### config.mk
export PLATFORM = sky130hd
export DESIGN_NAME = sub_pix_delay_ctrl_flat
export DESIGN_NICKNAME = d
export VERILOG_FILES = /design/src/rtl/sub_pix_pkg.sv /design/src/rtl/sub_pix_delay_ctrl_if.sv /design/src/rtl/sub_pix_cfg_slot.sv /design/src/rtl/sub_pix_delay_ctrl.sv /design/src/flat_wrapper.sv
export SDC_FILE = /design/constraint.sdc
export NUM_CORES = 1
export LEC_CHECK = 0
export ABC_AREA = 1
export CAP_MARGIN = 20
export CORE_ASPECT_RATIO = 1.4
export CORE_UTILIZATION = 54
export DETAILED_ROUTE_END_ITERATION = 10
export PLACE_DENSITY = 0.88
export SLEW_MARGIN = 20
export SYNTH_ARGS = -nofsm -noshare
export SYNTH_HDL_FRONTEND = slang
export SYNTH_SLANG_ARGS = --single-unit
export TNS_END_PERCENT = 100
### constraint.sdc
create_clock -name clk -period 2.3 [get_ports clk]
set_input_delay 0.345 -clock clk [delete_from_list [all_inputs] [get_ports clk]]
set_output_delay 0.345 -clock clk [all_outputs]
set_load 0.02 [all_outputs]
### src/rtl/sub_pix_pkg.sv
// Shared types and defaults for the sub-pixel delay line sequencer.
// The cfg struct is sized with DEF_CNT_W; top and slot use that width.
package sub_pix_pkg;

    localparam int DEF_CNT_W     = 10;
    localparam int DEF_MAX_STEPS = 32;
    localparam int DEF_PIPE_LAT  = 4;

    typedef enum logic [2:0] {
        IDLE  = 3'd0,
        LOAD  = 3'd1,
        RUN   = 3'd2,
        FLUSH = 3'd3,
        DONE  = 3'd4
    } state_t;

    typedef struct packed {
        logic [7:0]           fract_steps;
        logic                 shift_dir;
        logic [DEF_CNT_W-1:0] num_groups;
    } cfg_t;

    function automatic logic cfg_legal(input cfg_t c, input int unsigned max_steps);
        return (32'(c.fract_steps) < max_steps) && (c.num_groups != '0);
    endfunction

endpackage

### src/rtl/sub_pix_delay_ctrl_if.sv
// Config, upstream and datapath-facing signals of the line sequencer.
// Handshakes: a transfer happens on a cycle where valid && ready; valid may not depend on ready.
interface sub_pix_delay_ctrl_if
    import sub_pix_pkg::*;
#(
    parameter int CNT_W = DEF_CNT_W
) ();

    logic             cfg_valid;
    logic             cfg_ready;
    logic [7:0]       cfg_fract_steps;
    logic             cfg_shift_dir;
    logic [CNT_W-1:0] cfg_num_groups;
    logic             up_valid;
    logic             up_ready;
    logic             dp_sample_in_v;
    logic [CNT_W-1:0] dp_clk_cnt;
    logic [7:0]       dp_fract_steps;
    logic             dp_shift_dir;
    logic             dp_flush;
    logic             line_done;
    logic             busy;
    logic             err_cfg;
    state_t           dbg_state;

    modport master (
        output cfg_valid, cfg_fract_steps, cfg_shift_dir, cfg_num_groups, up_valid,
        input  cfg_ready, up_ready, dp_sample_in_v, dp_clk_cnt, dp_fract_steps,
        input  dp_shift_dir, dp_flush, line_done, busy, err_cfg, dbg_state
    );

    modport slave (
        input  cfg_valid, cfg_fract_steps, cfg_shift_dir, cfg_num_groups, up_valid,
        output cfg_ready, up_ready, dp_sample_in_v, dp_clk_cnt, dp_fract_steps,
        output dp_shift_dir, dp_flush, line_done, busy, err_cfg, dbg_state
    );

endinterface

### src/rtl/sub_pix_cfg_slot.sv
// One-entry config holding register with legality check.
// Illegal configs are consumed without filling the slot and raise a one-cycle error pulse.
module sub_pix_cfg_slot
    import sub_pix_pkg::*;
#(
    parameter int MAX_STEPS = DEF_MAX_STEPS
) (
    input  logic i_clk,
    input  logic i_rst_n,
    input  logic i_valid,
    input  cfg_t i_cfg,
    input  logic i_clear,
    output logic o_ready,
    output logic o_full_next,
    output logic o_err,
    output cfg_t o_cfg
);

    logic r_full;
    logic r_err;
    cfg_t r_cfg;
    logic w_xfer;
    logic w_legal;

    assign w_xfer  = i_valid && !r_full;
    assign w_legal = cfg_legal(i_cfg, MAX_STEPS);

    always_ff @(posedge i_clk or negedge i_rst_n) begin
        if (!i_rst_n) begin
            r_full <= 1'b0;
            r_err  <= 1'b0;
            r_cfg  <= '0;
        end else begin
            r_err <= w_xfer && !w_legal;
            if (i_clear) begin
                r_full <= 1'b0;
            end else if (w_xfer && w_legal) begin
                r_full <= 1'b1;
                r_cfg  <= i_cfg;
            end
        end
    end

    assign o_ready     = !r_full;
    // Lets the sequencer leave IDLE/DONE in the same cycle a legal config lands.
    assign o_full_next = r_full || (w_xfer && w_legal);
    assign o_err       = r_err;
    assign o_cfg       = r_cfg;

endmodule

### src/rtl/sub_pix_delay_ctrl.sv
// Line-level sequencer: loads a per-line shift config, gates upstream groups into
// the sub-pixel delay datapath with a group index, then drains and flags line completion.
module sub_pix_delay_ctrl
    import sub_pix_pkg::*;
#(
    parameter int CNT_W     = DEF_CNT_W,
    parameter int MAX_STEPS = DEF_MAX_STEPS,
    parameter int PIPE_LAT  = DEF_PIPE_LAT
) (
    input  logic                 clk,
    input  logic                 reset,
    sub_pix_delay_ctrl_if.slave  bus
);

    localparam int FL_W = $clog2(PIPE_LAT + 1);

    state_t           r_state;
    logic [CNT_W-1:0] r_cnt;
    logic [CNT_W-1:0] r_num_groups;
    logic             r_last;
    logic [7:0]       r_fract;
    logic             r_dir;
    logic             r_sample_v;
    logic [CNT_W-1:0] r_clk_cnt;
    logic             r_flush;
    logic [FL_W-1:0]  r_fl_cnt;
    logic             r_done;
    logic             r_busy;

    cfg_t             w_cfg_in;
    cfg_t             w_slot;
    logic             w_full_next;
    logic             w_clear;
    logic [CNT_W-1:0] w_cnt_inc;

    assign w_cfg_in  = {bus.cfg_fract_steps, bus.cfg_shift_dir, bus.cfg_num_groups};
    assign w_clear   = (r_state == LOAD);
    assign w_cnt_inc = r_cnt + 1'b1;

    sub_pix_cfg_slot #(.MAX_STEPS(MAX_STEPS)) u_slot (
        .i_clk       (clk),
        .i_rst_n     (reset),
        .i_valid     (bus.cfg_valid),
        .i_cfg       (w_cfg_in),
        .i_clear     (w_clear),
        .o_ready     (bus.cfg_ready),
        .o_full_next (w_full_next),
        .o_err       (bus.err_cfg),
        .o_cfg       (w_slot)
    );

    always_ff @(posedge clk or negedge reset) begin
        if (!reset) begin
            r_state      <= IDLE;
            r_cnt        <= '0;
            r_num_groups <= '0;
            r_last       <= 1'b0;
            r_fract      <= '0;
            r_dir        <= 1'b0;
            r_sample_v   <= 1'b0;
            r_clk_cnt    <= '0;
            r_flush      <= 1'b0;
            r_fl_cnt     <= '0;
            r_done       <= 1'b0;
            r_busy       <= 1'b0;
        end else begin
            r_sample_v <= 1'b0;
            r_done     <= 1'b0;
            case (r_state)
                IDLE: begin
                    if (w_full_next) begin
                        r_state <= LOAD;
                        r_busy  <= 1'b1;
                    end
                end
                LOAD: begin
                    r_fract      <= w_slot.fract_steps;
                    r_dir        <= w_slot.shift_dir;
                    r_num_groups <= w_slot.num_groups;
                    r_cnt        <= '0;
                    r_last       <= (w_slot.num_groups == CNT_W'(1));
                    r_state      <= RUN;
                end
                RUN: begin
                    if (bus.up_valid) begin
                        r_sample_v <= 1'b1;
                        r_clk_cnt  <= r_cnt;
                        if (r_last) begin
                            r_state  <= FLUSH;
                            r_fl_cnt <= '0;
                        end else begin
                            r_cnt  <= w_cnt_inc;
                            r_last <= (w_cnt_inc == r_num_groups - 1'b1);
                        end
                    end
                end
                // First FLUSH cycle carries the last group's valid; dp_flush follows for PIPE_LAT cycles.
                FLUSH: begin
                    if (r_fl_cnt == FL_W'(PIPE_LAT)) begin
                        r_state <= DONE;
                        r_flush <= 1'b0;
                        r_done  <= 1'b1;
                    end else begin
                        r_flush  <= 1'b1;
                        r_fl_cnt <= r_fl_cnt + 1'b1;
                    end
                end
                DONE: begin
                    if (w_full_next) begin
                        r_state <= LOAD;
                    end else begin
                        r_state <= IDLE;
                        r_busy  <= 1'b0;
                    end
                end
                default: begin
                    r_state <= IDLE;
                    r_busy  <= 1'b0;
                end
            endcase
        end
    end

    assign bus.up_ready       = (r_state == RUN);
    assign bus.dp_sample_in_v = r_sample_v;
    assign bus.dp_clk_cnt     = r_clk_cnt;
    assign bus.dp_fract_steps = r_fract;
    assign bus.dp_shift_dir   = r_dir;
    assign bus.dp_flush       = r_flush;
    assign bus.line_done      = r_done;
    assign bus.busy           = r_busy;
    assign bus.dbg_state      = r_state;

endmodule

### src/flat_wrapper.sv
// flat-port wrapper written by rule: the top's interface ports become plain ports
module sub_pix_delay_ctrl_flat import sub_pix_pkg::*;
#(
    parameter int CNT_W     = DEF_CNT_W,
    parameter int MAX_STEPS = DEF_MAX_STEPS,
    parameter int PIPE_LAT  = DEF_PIPE_LAT
)
  (clk, reset, bus_cfg_valid, bus_cfg_fract_steps, bus_cfg_shift_dir, bus_cfg_num_groups, bus_up_valid, bus_cfg_ready, bus_up_ready, bus_dp_sample_in_v, bus_dp_clk_cnt, bus_dp_fract_steps, bus_dp_shift_dir, bus_dp_flush, bus_line_done, bus_busy, bus_err_cfg, bus_dbg_state);
  sub_pix_delay_ctrl_if #(.CNT_W(CNT_W)) bus_i ();
  input  logic clk;
  input  logic reset;
  input wire logic [$bits(bus_i.cfg_valid)-1:0] bus_cfg_valid;
  input wire logic [$bits(bus_i.cfg_fract_steps)-1:0] bus_cfg_fract_steps;
  input wire logic [$bits(bus_i.cfg_shift_dir)-1:0] bus_cfg_shift_dir;
  input wire logic [$bits(bus_i.cfg_num_groups)-1:0] bus_cfg_num_groups;
  input wire logic [$bits(bus_i.up_valid)-1:0] bus_up_valid;
  output wire logic [$bits(bus_i.cfg_ready)-1:0] bus_cfg_ready;
  output wire logic [$bits(bus_i.up_ready)-1:0] bus_up_ready;
  output wire logic [$bits(bus_i.dp_sample_in_v)-1:0] bus_dp_sample_in_v;
  output wire logic [$bits(bus_i.dp_clk_cnt)-1:0] bus_dp_clk_cnt;
  output wire logic [$bits(bus_i.dp_fract_steps)-1:0] bus_dp_fract_steps;
  output wire logic [$bits(bus_i.dp_shift_dir)-1:0] bus_dp_shift_dir;
  output wire logic [$bits(bus_i.dp_flush)-1:0] bus_dp_flush;
  output wire logic [$bits(bus_i.line_done)-1:0] bus_line_done;
  output wire logic [$bits(bus_i.busy)-1:0] bus_busy;
  output wire logic [$bits(bus_i.err_cfg)-1:0] bus_err_cfg;
  output wire logic [$bits(bus_i.dbg_state)-1:0] bus_dbg_state;
  assign bus_i.cfg_valid = bus_cfg_valid;
  assign bus_i.cfg_fract_steps = bus_cfg_fract_steps;
  assign bus_i.cfg_shift_dir = bus_cfg_shift_dir;
  assign bus_i.cfg_num_groups = bus_cfg_num_groups;
  assign bus_i.up_valid = bus_up_valid;
  assign bus_cfg_ready = bus_i.cfg_ready;
  assign bus_up_ready = bus_i.up_ready;
  assign bus_dp_sample_in_v = bus_i.dp_sample_in_v;
  assign bus_dp_clk_cnt = bus_i.dp_clk_cnt;
  assign bus_dp_fract_steps = bus_i.dp_fract_steps;
  assign bus_dp_shift_dir = bus_i.dp_shift_dir;
  assign bus_dp_flush = bus_i.dp_flush;
  assign bus_line_done = bus_i.line_done;
  assign bus_busy = bus_i.busy;
  assign bus_err_cfg = bus_i.err_cfg;
  assign bus_dbg_state = bus_i.dbg_state;
  sub_pix_delay_ctrl #(.CNT_W(CNT_W), .MAX_STEPS(MAX_STEPS), .PIPE_LAT(PIPE_LAT)) u_core (.clk(clk), .reset(reset), .bus(bus_i));
endmodule
## Word-level counts from Yosys, hierarchy flattened

Cells that the tools add are included.

| storage, ports and cells | value |
|---|---|
| bits in registers | 71 |

| cells by class | value |
|---|---|
| reductions and logical operators | 20 |
| multiplexer cells | 26 |
| add/sub/neg operators | 3 |
| eq/ne operators | 14 |
| bitwise gates (word level) | 2 |
| $lt $le $gt $ge | 1 |

Operators with widths:

| kind | number |
|---|---|
| two-way mux 3 bit | 7 |
| two-way mux 10 bit | 2 |
| case mux 10 bit (2 select lines) | 1 |
| case mux 3 bit (5 select lines) | 1 |
| two-way mux 1 bit | 12 |
| adder 10 x 1 -> 10 bit (second input constant) | 1 |
| equality test 10 x 1 -> 1 bit (second input constant) | 1 |
| equality test 10 bit | 1 |
| inequality test 2 bit (second input constant) | 5 |
| nonzero test 10 bit | 1 |
| subtractor 10 x 1 -> 10 bit (second input constant) | 1 |
| < comparator 8 x 6 -> 1 bit (second input constant) | 1 |
| AND reduction 4 bit | 2 |
| equality test 3 x 2 -> 1 bit (second input constant) | 2 |
| equality test 3 bit (second input constant) | 2 |
| case mux 3 bit (2 select lines) | 1 |
| AND reduction 2 bit | 3 |
| AND reduction 3 bit | 2 |
| nonzero test 2 bit | 3 |
| logical AND 1 bit | 4 |
| inequality test 2 x 1 -> 1 bit (second input constant) | 2 |
| adder 3 x 1 -> 3 bit (second input constant) | 1 |
| equality test 3 x 1 -> 1 bit (second input constant) | 1 |
| zero test 3 bit | 1 |
| other kinds (6) | 8 |

## Depth between registers and ports, before layout

Gate-level depths: netlist (run 1).

| logic depth | value |
|---|---|
| word-level depth | 6 |
| depth in mapped cells | 15 |
| mapped depth without buffers | 15 |

## Cells and area by module

Synthesis (run 1) repeated with hierarchy kept, for this count alone.

| second synthesis, totals | value |
|---|---|
| cell total of the unflattened synthesis | 480 |
| area total of the unflattened synthesis | 3649.8 um^2 |

Modules (own cells, without submodules):

| module | cells each | area an instance (um^2) | instances |
|---|---|---|---|
| sub_pix_delay_ctrl | 375 | 2690.1 | 1 |
| sub_pix_cfg_slot | 105 | 959.7 | 1 |

## Worst setup path before layout (run 1)

Ideal clock, no wire load.

| timing path | value |
|---|---|
| path kind | register to register |
| from | register u_core.r_cnt[0] |
| to | register u_core.r_last |
| path buffers | 0 |
| arrival | 1.554 ns |
| cell stages (with the launch flop) | 13 |
| path slack | 0.680 ns |
| library setup time | 0.066 ns |
| path through | dfrtp_1 -> ha_1 -> nand2_2 -> nor2_2 -> nand2_2 -> nor2_4 -> xor2_1 -> nand2_1 -> nand2_1 -> nand3_1 -> nand2_1 -> nand2_1 -> nand2_1 |

| between the ends | value |
|---|---|
| cells in the longest elaborated chain, start to end | 5 |

Ends and longest elaborated chain:

| item | RTL line | text |
|---|---|---|
| from (decl) | sub_pix_delay_ctrl.sv:18 | `logic [CNT_W-1:0] r_cnt;` |
| from (signal assigned) | sub_pix_delay_ctrl.sv:92 | `r_cnt <= w_cnt_inc;` |
| adder 10 x 1 -> 10 bit | sub_pix_delay_ctrl.sv:38 | `assign w_cnt_inc = r_cnt + 1'b1;` |
| equality test 10 bit | sub_pix_delay_ctrl.sv:93 | `r_last <= (w_cnt_inc == r_num_groups - 1'b1);` |
| two-way mux 1 bit | sub_pix_delay_ctrl.sv:88 | `if (r_last) begin` |
| two-way mux 1 bit | sub_pix_delay_ctrl.sv:85 | `if (bus.up_valid) begin` |
| case mux 1 bit (2 select lines) | sub_pix_delay_ctrl.sv:69 | `case (r_state)` |
| to (signal assigned) | sub_pix_delay_ctrl.sv:81 | `r_last <= (w_slot.num_groups == CNT_W'(1));` |
| to (signal assigned) | sub_pix_delay_ctrl.sv:93 |  |
| to (decl) | sub_pix_delay_ctrl.sv:20 | `logic r_last;` |

Every way passes these cells. The select of a mux whose other input is x is not followed.
A chain may end at the register's enable or synchronous reset.

## Worst setup path in the final report (run 1)

| timing path | value |
|---|---|
| from | register u_core.r_state[0], in the netlist u_core.bus.dbg_state[0] |
| to | output bus_up_ready |

| between the ends | value |
|---|---|
| cells in the longest elaborated chain, start to end | 1 |

Ends and longest elaborated chain:

| item | RTL line | text |
|---|---|---|
| from (decl) | sub_pix_delay_ctrl.sv:17 | `state_t r_state;` |
| from (signal assigned) | sub_pix_delay_ctrl.sv:54 | `r_state <= IDLE;` |
| from (signal assigned) | sub_pix_delay_ctrl.sv:72 | `r_state <= LOAD;` |
| from (signal assigned) | sub_pix_delay_ctrl.sv:82 | `r_state <= RUN;` |
| equality test 3 x 2 -> 1 bit | sub_pix_delay_ctrl.sv:124 | `assign bus.up_ready = (r_state == RUN);` |
| to (decl) | flat_wrapper.sv:18 | `output wire logic [$bits(bus_i.up_ready)-1:0] bus_up_ready;` |

Every way passes these cells.

==> impl_metrics.toml, run 1 <==
[global_route]
grt_pass1_vias = 2985
grt_max_degree = 44
top_usage_layer = "met2"
use_met2 = 0.4176
overflow = 0
antenna_found_initial = 0
grt_usage = 0.2290
globalRouteMet1Util = 0.2415
grt_use_met3 = 0.04461
grt_first_pass_wirelength_um = 12420

[timing]
slew_violations = 0
setup_violations = 0
fin_crit_sh = 0.9522
slew-limit-headroom = 0.5671
hold_viol_final = 0
rsz0062_at_grt = "false"
fin_ws_ps = 109.8
fin_setup_tns_ps = 0
tightest_slew_ps = 649.3
final.min_clock_period_ps = 2190
fmax_mhz = 456.6
fin_skew_ps = 11.67

[detailed_routing]
drt_iter0_markers = 177
routed_via_density = 5.089
dr_total_vias = 2967
drtPass1Iterations = 6
wirelength_um = 7225
route.detailed.drc = 0
ant_nets = 0
wl_per_cell_um = 12.39

[cts]
htree_levels = 3
clk_path_buf_depth = 2
root_buffer = "clkbuf_8"
cts_made_buffers = 9
cts_setup_buffers = 0
cts_resized = 0
clock_sink_count = 71
cts_tree = "yes"
clock_latency_ps = 350
cts_hold_buf = 0
clk_pin_slew_ps = 80

[setup_path]
cpPeakStageDelay_ps = 630
critPathMaxFanout = 6
timing.rr.start = "u_core.r_num_groups[0]$_DFFE_PN0P_"
crit_arrival_ps = 1850
start_kind = "flip-flop"
end_kind = "output port"
r2r_end = "u_core.r_last$_DFFE_PN0P_"
r2r_cells = 14
crit_chain = "nor2_1, nand2_2, inv_2, clkdlybuf4s50_1"
cp_num_buf_inv = 2
path_class = "reg -> out"
crit_required_ps = 1960
crit_family = "buffers and inverters"
r2r_slack_ps = 520
crit_slowest_cell = "clkdlybuf4s50_1"

[synthesis]
synth_nets = 476
yosysTopAreaCell = "dfrtp_1"
synth.distinct_cells = 30
postSynthCellCount = 449
synth_area_leaders = "dfrtp_1, nand2_1, inv_1"
syn_area_per_cell_sq_um = 7.864
synth_top_area_share = 0.5032
ys_ff_latch = 71
synth_area_sq_um = 3531
ys_seq_area_frac = 0.5032
yosys_warnings = 0

[layout]
fin_util = 0.6911
diodes = 0
drive_above_1_share = 0.09589
syn_to_final_growth_pct = 22.40
nNetsFinal = 533

[die]
core_region_area_sq_um = 6254
die_area_sq_um = 6870
ios = 52
initial_utilization = 0.5646
dieHeight_um = 97.68
num_rows = 34
die_w_um = 70.34

[run]
cap_violations = 0

[hold_path]
min_path_type = "in -> async"

[place]
place.gp.congestion = 0.8485
dp_hpwl_um = 5325
pre_cts_slack_ps = 210.0
port_buffers = 51

[pwr]
ir_worst_vdd_mv = 0.6051
power_density_nw_per_um2 = 1224
p_leak_nw = 2.189

[status]
status = "finished clean"
## worst register-to-register path: cells and delay by family, from the launching register on
family,cells,cell delay [ps]
AND/OR/NAND/NOR,11,800
flip-flops,1,390
buffers and inverters,2,220
adder cells (fa/ha/maj),1,320
## logic make-up after synthesis
group | after synthesis | synth area share
flip-flops | 71 | 0.5032
XOR/XNOR | 7 | 0.01949
adder cells (fa/ha/maj) | 4 | 0.01417
AND/OR/NAND/NOR | 234 | 0.2881
AO/OA/AOI/OAI | 59 | 0.08965
buffers and inverters | 74 | 0.08540
## area by class of cell
type,instances,area (sq um)
fill,483,1932
sequential,71,1777
multi-input combinational,304,1455
timing repair buffer,56,568.0
inverter,64,240.2
clock buffer,13,148.9
tap,72,90.09
clock inverter,3,42.54
## layer usage
metal	part of all wire	wire length [um]
met1	0.41	2934
met2	0.53	3814
met3	0.038	274
met4	0.028	202
met5	0	0
## cell usage in the layout (no fill, tap or decap), drive strengths merged, types with 5 or more instances in the layout
cell,netlist,final
nand3,23,23
dfrtp,71,71
clkdlybuf4s50,0,50
buf,6,6
o21ai,42,42
nor2,40,40
inv,64,64
a21oi,5,5
clkbuf,4,13
o22ai,8,8
nand2,159,159
## registers in the layout, summed over array words and instances, names as in the netlist, 3 cells and up
signal / flops
u_core.u_slot.o_cfg: 19
u_core.bus.dp_clk_cnt: 10
u_core.r_cnt: 10
u_core.r_num_groups: 10
u_core.bus.dp_fract_steps: 8
u_core.bus.dbg_state: 3
u_core.r_fl_cnt: 3
## metrics by stage
stage                     power [mW]  instance area, sq um  instances  hold WS (ps)
final                          5.292                  4322        583         18.11
after floorplan                3.594                  3531        449         49.41
after global routing           5.719                  4322        583         66.13
after detailed placement       4.318                  4130        567         406.3
after CTS                      5.314                  4322        583         29.91
after global placement         4.208                  4130        567         400.4
## Yosys cell counts
cell type / n
a21oi_1: 5
a31oi_1: 3
and2_1: 1
buf_2: 1
buf_4: 4
buf_6: 1
clkbuf_1: 4
dfrtp_1: 71
ha_1: 4
inv_1: 57
inv_2: 7
nand2_1: 153
nand2_2: 6
nand3_1: 20
nand3_2: 3
nand4_1: 4
nor2_1: 30
nor2_2: 5
nor2_4: 5
nor3_1: 3
nor3_2: 1
nor4_1: 3
o21ai_0: 29
o21ai_1: 12
o21ai_2: 1
o22ai_1: 8
o41ai_1: 1
xnor2_1: 3
xor2_1: 3
xor2_2: 1
## report_power, final
| group | internal (mW) | switching [mW] | total (mW) |
|---|---|---|---|
| logic | 0.943 | 1.40 | 2.35 |
| clock network | 0.530 | 0.450 | 0.980 |
| registers | 1.64 | 0.328 | 1.96 |
| total | 3.11 | 2.18 | 5.29 |
## worst max-delay path by stage
stage / start / end / slack [ps] / depth (start not counted)
after floorplan: u_core.r_cnt[0]$_DFFE_PN0P_ / u_core.r_last$_DFFE_PN0P_ / 680 / 12
after global placement: bus_cfg_num_groups[7] / u_core.u_slot.o_cfg[8]$_DFFE_PN0P_ / 270 / 7
after detailed placement: bus_cfg_num_groups[1] / u_core.u_slot.o_cfg[5]$_DFFE_PN0P_ / 210 / 9
after CTS: u_core.bus.dbg_state[0]$_DFFE_PN0P_ / bus_up_ready / 110 / 4
after global routing: u_core.bus.dbg_state[0]$_DFFE_PN0P_ / bus_up_ready / 40 / 4
final: u_core.bus.dbg_state[0]$_DFFE_PN0P_ / bus_up_ready / 110 / 4
No activity file was read; power rests on OpenSTA's default activity.
==> run 2: changes to the inputs <==
--- a/config.mk
+++ b/config.mk
@@ -10,7 +10,7 @@
 export CORE_ASPECT_RATIO = 1.4
 export CORE_UTILIZATION = 54
 export DETAILED_ROUTE_END_ITERATION = 10
-export PLACE_DENSITY = 0.88
+export PLACE_DENSITY = 0.87
 export SLEW_MARGIN = 20
 export SYNTH_ARGS = -nofsm -noshare
 export SYNTH_HDL_FRONTEND = slang
==> run 2 against run 1 <==
Die area stayed put. Combinational power hardly changed. Cell count stayed put. Count of clock-buffer cells in the layout is 2 lower. Maximum frequency is 19% higher. Setup slack better by 350 ps. Register-to-register slack worse by 40 ps. First-iteration DRC count is 24% higher. Critical path depth is 2 lower.
==> impl_metrics.toml, run 2 (synthesis results as in run 1) <==
[status]
status = "finished clean"

[run]
cap_violations = 0

[detailed_routing]
wl_per_cell_um = 12.56
ant_nets = 0
wirelength_um = 7322
drtPass1Iterations = 4
routed_via_density = 5.165
dr_total_vias = 3011
drt_iter0_markers = 220
route.detailed.drc = 0

[pwr]
clock_power_share = 0.223
p_comb_frac = 0.425
p_leak_nw = 2.226
seqPwrFrac = 0.352
p_int_mw = 3.353
finalPower_mw = 5.569
switching_power_mw = 2.216
ir_worst_vdd_mv = 0.6565
power_density_nw_per_um2 = 1273
sw_frac_of_total = 0.3980

[setup_path]
crit_required_ps = 1960
start_kind = "flip-flop"
cp_num_buf_inv = 2
crit_family = "buffers and inverters"
crit_slowest_cell = "clkdlybuf4s50_1"
cpPeakStageDelay_ps = 620
critPathMaxFanout = 4
crit_arrival_ps = 1490
worstSetupStartpoint = "u_core.u_slot.r_full$_DFFE_PN0P_"
crit_chain = "inv_1, clkdlybuf4s50_1"
end_kind = "output port"
timing.rr.start = "u_core.r_num_groups[0]$_DFFE_PN0P_"
path_class = "reg -> out"

[layout]
ff_latch_area_sq_um = 1777
final_cell_area_sq_um = 4375
nNetsFinal = 533
largest_reg_flops = 19
fin_cells = 583
layout_common_cells = "nand2_1, dfrtp_1, inv_1"
syn_to_final_growth_pct = 23.92
final_common_cell = "nand2_1"
fillers = 488
multi_input_area_sq_um = 1455
drive_above_1_share = 0.1018
diodes = 0

[die]
dieHeight_um = 97.68
ios = 52
num_rows = 34
die_area_sq_um = 6870
initial_utilization = 0.5646
die_w_um = 70.34
core_region_area_sq_um = 6254

[timing]
fmax_mhz = 544.2
slew_violations = 0
fin_crit_sh = 0.7990
fin_setup_tns_ps = 0
slew-limit-headroom = 0.5469
rsz0062_at_grt = "false"
fin_skew_ps = 9.656
tightest_slew_ps = 679.7
hold_viol_final = 0
final.min_clock_period_ps = 1838
setup_violations = 0

[global_route]
antenna_found_initial = 0
overflow = 0
grt_max_degree = 43
grt_first_pass_wirelength_um = 13040
grt_pass1_vias = 3003
grt_usage = 0.2404

[hold_path]
min_path_type = "in -> async"

[place]
placed_cell_area_sq_um = 4118
place.gp.congestion = 0.8490
dp_hpwl_um = 5239
dp_cells = 567
port_buffers = 51

[cts]
cts_tree = "yes"
root_buffer = "clkbuf_8"
cts_hold_buf = 0
clock_latency_ps = 340
clk_path_buf_depth = 2
clock_sink_count = 71
clk_pin_slew_ps = 70
htree_levels = 3
cts_made_buffers = 9
run 2: cell types whose count changed in the layout (fill, tap and decap cells not counted), sizes merged:
cell and change:
bufinv +2, clkbuf -2, clkdlybuf4s50 -1, clkinv +1, clkinvlp -1, dlymetal6s2s +1
run 2: power by group through the flow:
| stage | logic, mW | clock network [mW] | registers, mW |
|---|---|---|---|
| floorplan | 1.54 | 0 | 2.06 |
| global placement | 2.25 | 0 | 1.96 |
| detailed placement | 2.35 | 0 | 1.97 |
| CTS | 2.38 | 1.25 | 1.96 |
| global route | 2.68 | 1.30 | 2.02 |
| finish | 2.37 | 1.24 | 1.96 |
run 2: per-stage QoR:
stage / hold WS, ps / setup slack, ps / utilization
floorplan: 49.41 / 680.1 / -
global placement: 415.8 / 290.1 / 0.6585
detailed placement: 424.8 / 214.7 / 0.6585
CTS: 51.98 / 103.0 / 0.6993
global route: 91.95 / 202.5 / 0.6997
finish: 34.87 / 462.4 / 0.6997
run 2: what timing repair did:
item | 4_1_cts | 5_1_grt
setup buffers | 0 | 0
resized for setup | 0 | 1
setup endpoints to repair | 0 | 1
run 2: worst paths after layout:
path,endpoint,slack (ps),cells past startpoint
max in group asynchronous,u_core.r_num_groups[6]$_DFFE_PN0P_,1600,2
min in group clk,u_core.u_slot.o_err$_DFF_PN0_,470,1
setup reg to reg,u_core.r_last$_DFFE_PN0P_,480,14
setup / recovery,bus_cfg_ready,460,2
hold / removal,u_core.u_slot.o_cfg[12]$_DFFE_PN0P_,30,1
hold reg to reg,u_core.u_slot.o_err$_DFF_PN0_,470,1
run 2: routing by layer:
layer  wire, um  share of wire  vias up  track usage
li1           -              -     1517            -
met1       2927           0.40     1395       0.2677
met2       3835           0.52       74       0.4198
met3        235          0.032       25      0.03423
met4        323          0.044        0       0.1554
met5          0              0        -            0
run 2: layout make-up:
type	instances	share of cell area
sequential	71	0.4061
clock buffer	11	0.03460
multi-input combinational	304	0.3326
timing repair buffer	56	0.1275
clock inverter	5	0.02373
inverter	64	0.05490
tap	72	0.02059
